File: src/rtl/mem_sequencer.sv
// mem_sequencer: time-shares one single-port memory between CPU fetch and data access, one commit cycle per instruction
module mem_sequencer #(
    parameter int TIMEOUT = 15
) (
    input  logic        clk,
    input  logic        reset,
    input  logic        im_req,
    input  logic [31:0] im_addr,
    output logic [31:0] im_rdata,
    input  logic        dm_req,
    input  logic        dm_we,
    input  logic [31:0] dm_addr,
    input  logic [31:0] dm_wdata,
    output logic [31:0] dm_rdata,
    output logic        stall,
    output logic        mem_en,
    output logic        mem_we,
    output logic [31:0] mem_addr,
    output logic [31:0] mem_wdata,
    input  logic [31:0] mem_rdata,
    input  logic        mem_ack,
    output logic [31:0] instr_cnt,
    output logic        err
);
    typedef enum logic [2:0] {IDLE, FETCH, CHECK, DATA, COMMIT, ERR} state_t;
    state_t state, nxt;
    logic [7:0] wcnt;
    logic d_we;
    logic [31:0] d_addr, d_wdata;
    logic expire;
    assign expire = wcnt == 8'(TIMEOUT - 1);
    always_comb begin
        nxt = state;
        case (state)
            IDLE:    nxt = im_req ? FETCH : IDLE;
            FETCH:   nxt = mem_ack ? CHECK : expire ? ERR : FETCH;
            CHECK:   nxt = dm_req ? DATA : COMMIT;
            DATA:    nxt = mem_ack ? COMMIT : expire ? ERR : DATA;
            COMMIT:  nxt = im_req ? FETCH : IDLE;
            default: nxt = ERR;
        endcase
    end
    // outputs decode state and registers only, never mem_ack or mem_rdata
    always_comb begin
        mem_en    = state == FETCH || state == DATA;
        mem_we    = state == DATA && d_we;
        mem_addr  = state == FETCH ? im_addr : state == DATA ? d_addr : 32'd0;
        mem_wdata = mem_we ? d_wdata : 32'd0;
        stall     = state != COMMIT;
        err       = state == ERR;
    end
    always_ff @(posedge clk) begin
        if (reset) begin
            state     <= IDLE;
            wcnt      <= 8'd0;
            im_rdata  <= 32'd0;
            dm_rdata  <= 32'd0;
            instr_cnt <= 32'd0;
            d_we      <= 1'b0;
            d_addr    <= 32'd0;
            d_wdata   <= 32'd0;
        end else begin
            state <= nxt;
            wcnt  <= (mem_en && nxt == state) ? wcnt + 8'd1 : 8'd0;
            if (state == FETCH && mem_ack) im_rdata <= mem_rdata;
            if (state == DATA && mem_ack && !d_we) dm_rdata <= mem_rdata;
            if (state == CHECK && dm_req) begin
                d_we    <= dm_we;
                d_addr  <= dm_addr;
                d_wdata <= dm_wdata;
            end
            if (state == COMMIT) instr_cnt <= instr_cnt + 32'd1;
        end
    end
endmodule

File: config.mk
export PLATFORM = sky130hd
export DESIGN_NAME = mem_sequencer
export DESIGN_NICKNAME = d
export VERILOG_FILES = /design/src/rtl/mem_sequencer.sv
export SDC_FILE = /design/constraint.sdc
export NUM_CORES = 1
export LEC_CHECK = 0
export CORE_MARGIN = 8
export CORE_UTILIZATION = 39
export CTS_CLUSTER_DIAMETER = 150
export DETAILED_ROUTE_END_ITERATION = 7
export PLACE_DENSITY = 0.78
export SETUP_SLACK_MARGIN = 0.15
export SYNTH_ARGS = -nofsm -noshare
export SYNTH_HDL_FRONTEND = slang
export SYNTH_SLANG_ARGS = --single-unit
File: constraint.sdc
create_clock -name clk -period 2.25 [get_ports clk]
set_input_delay 0.3375 -clock clk [delete_from_list [all_inputs] [get_ports clk]]
set_output_delay 0.3375 -clock clk [all_outputs]
set_load 0.01 [all_outputs]
==> results.sh <==
export IMPL_outcome="finished clean"
export IMPL_area_growth_pct=57.7
export IMPL_remaining_drc_errors=0
export IMPL_swShare_pct=24.4
export IMPL_fin_util_pct=62.5
export IMPL_p_per_area_nw_per_um2=616
export IMPL_rows=49
export IMPL_setup_tns_ns=0
export IMPL_ir_drop_mv=0.509
export IMPL_ctsHtreeMaxLevel=4
export IMPL_p_leak_nw=4.19
export IMPL_fin_skew_ns=0.00847
export IMPL_ff2ff_path_depth=6
export IMPL_cp_num_buf_inv=2
export IMPL_endpoint_kind="register"
export IMPL_synth_largest_area_cell="dfxtp_1"
export IMPL_ys_ff_latch=172
export IMPL_rrSetupSlack_ns=0.16
export IMPL_path_class="reg2reg"
export IMPL_net_switching_power_mw=1.68
export IMPL_start_util_pct=39.7
export IMPL_via_per_inst=4.98
export IMPL_combPwrFrac_pct=13.1
export IMPL_route_met3_wl_um=2140
export IMPL_tightest_slew_ns=0.698
export IMPL_clockBufferDepth=2
export IMPL_maxCapViolCount=0
export IMPL_die_width_um=151
export IMPL_syn_num_nets=1049
export IMPL_syn_area_per_cell_um2=7.78
export IMPL_grt_overflow_total=0
export IMPL_drt_wl_total_um=23300
export IMPL_nNetsFinal=1346
export IMPL_cts_sinks=172
export IMPL_critPathMaxStageDelay_ns=0.55
export IMPL_ys_seq_area_share_pct=48.5
export IMPL_multi_input_area_um2=3430
export IMPL_synth_top_area_share_pct=48.5
export IMPL_netlist_instances=912
export IMPL_async_flop_share_pct=0
export IMPL_synth_distinct_cells=34
export IMPL_clk_pin_slew_worst_paths_ns=0.07
export IMPL_die_area_um2=22800
export IMPL_ff_latch_area_um2=3460
export IMPL_crit_cells=6
export IMPL_ys_top_cells_by_area="dfxtp_1 49%, nand2_1 14%, a21oi_1 11%"
export IMPL_worstPathArrival_ns=2.44
export IMPL_grt_pass1_vias=6951
export IMPL_grt_max_degree=85
export IMPL_clkPwrFrac_pct=41.1
export IMPL_drtPass1Iterations=4
export IMPL_wl_met1_um=9720
export IMPL_timing_hold_violations_final=0
export IMPL_required_ns=2.60
export IMPL_p_seq_share_pct=45.8
export IMPL_hold_ws_ns=0.328
export IMPL_relSlewSlack_pct=53.5
export IMPL_drtIter0Drc=328
export IMPL_grt_pass1_wl_um=35600
export IMPL_dp_hpwl_um=15900
export IMPL_synth_flop_cell="dfxtp_1"
export IMPL_syn_area_um2=7100
export IMPL_synth_edf_count=0
export IMPL_num_antenna_cells=0
export IMPL_clockRootBuffer="clkbuf_16"
export IMPL_ant_nets=0
export IMPL_top_layer="met4"
export IMPL_route_met2_wl_um=11100
export IMPL_final_common_cell="nand2_1"
export IMPL_fin_crit_ns=2.09
export IMPL_clkLatencyLatePin_ns=0.42
export IMPL_vias=7231
export IMPL_port_buffers=297
export IMPL_setup_violations=0
export IMPL_globalplace_congestion=0.752
export IMPL_critPathLaunchType="register"
export IMPL_drive_above_1_share_pct=11.5
export IMPL_fillers=1600
export IMPL_antenna_found_initial=0
export IMPL_core_um2=17900
export IMPL_grt_usage_pct=19.6
export IMPL_post_route_period_util_pct=92.7
export IMPL_numCtsBuffers=17
export IMPL_wire_per_inst_um=16.1
export IMPL_p_int_mw=5.22
export IMPL_holdPathStages=2
export IMPL_worstPathMaxFanout=10
export IMPL_critical_path_top_delay_family="simple AND/OR/NAND/NOR gates"
export IMPL_num_io_pins=298
export IMPL_report_final_slew_viol_count=0
export IMPL_ys_warn_count=0
export IMPL_critical_path_cell_chain="nor3b_4 -> inv_2 -> or4_4 -> buf_12 -> or4_1 -> a21oi_2"
export IMPL_cts_tree="done"
export IMPL_die_h_um=151
export IMPL_rsz0062_at_grt="yes"
export IMPL_crit_slowest_cell="or4_4"
export IMPL_final_cell_mix="272 x nand2_1, 229 x clkdlybuf4s50_1, 164 x dfxtp_1"
export IMPL_fmax_ghz=0.479
export IMPL_p_total_mw=6.90
export IMPL_hold_path_class="in2reg"
[layer usage]
metal | vias to the layer above | global-route usage [%]
met5 | - | 0
met4 | 0 | 6.58
met3 | 22 | 7.53
met2 | 229 | 32.8
met1 | 3348 | 22.7
li1 | 3632 | -
[power by group through the flow]
| stage | clock (mW) | combinational (mW) | sequential [mW] |
|---|---|---|---|
| floorplan | 0 | 0.329 | 3.23 |
| detailed placement | 0 | 0.872 | 3.22 |
| finish | 2.84 | 0.906 | 3.16 |
| global route | 3.06 | 0.981 | 3.16 |
| CTS | 2.90 | 0.899 | 3.16 |
| global placement | 0 | 0.863 | 3.22 |
[timing repair]
action                                  in CTS  in global routing
gates resized for setup                    123                 52
pin swaps                                    0                  4
buffers inserted                             8                 11
gates cloned                                 2                  2
hold buffers                                 0                  0
endpoints found under the setup margin      70                 57
[Yosys cell counts, types with 2 or more instances]
cell,instances
and3_1,2
xnor2_1,7
nor3_1,5
or3_1,12
dfxtp_1,172
ha_1,3
and2_1,33
nand3_1,9
nor2_1,52
and4_1,2
a21oi_1,154
mux2i_1,32
nand2_1,272
or2_2,3
xor2_1,8
o21ai_0,11
clkbuf_1,63
nand2b_1,2
nand4_1,15
or4_1,19
o31ai_1,12
buf_2,2
inv_1,11
[registers in the layout (all words and copies together), names as in the netlist]
signal     cells
state          3
wcnt           8
d_addr        32
dm_rdata      32
d_wdata       32
d_we           1
instr_cnt     32
im_rdata      32
[cells by family (layout without fill, tap and decap cells)]
logic type,count (synthesis),count (layout),share of synthesized area (%)
buf+inv,78,388,4.16
flops,172,172,48.5
compound gates,181,181,13.4
xor+xnor,15,15,1.85
simple gates,431,431,27.1
mux,32,32,4.51
fa+ha+maj,3,3,0.529
[final cells by class]
class	count	area share, %
inverters	12	0.402
well taps	229	2.56
flip-flops and latches	172	30.9
clock inverters	12	0.983
clock buffers	20	4.08
multi-input cells	662	30.6
repair buffers	344	30.5
[worst paths after layout]
path | start | end
worst min-delay path | reset | d_wdata[23]$_SDFFE_PP0P_
worst max-delay path | state[1]$_SDFF_PP0_ | instr_cnt[24]$_SDFFE_PP0P_
worst min register to register | d_wdata[15]$_SDFFE_PP0P_ | d_wdata[15]$_SDFFE_PP0P_
worst max register to register | state[1]$_SDFF_PP0_ | instr_cnt[24]$_SDFFE_PP0P_
[through the flow]
step                area [um2]  cells  setup WS (ns)
floorplan                 7100    912          0.168
global placement         10400   1396          0.179
detailed placement       10400   1396          0.162
CTS                      11100   1438          0.124
global route             11200   1451         0.0895
finish                   11200   1451          0.164
Note: power is estimated with default switching activity, not from simulation.
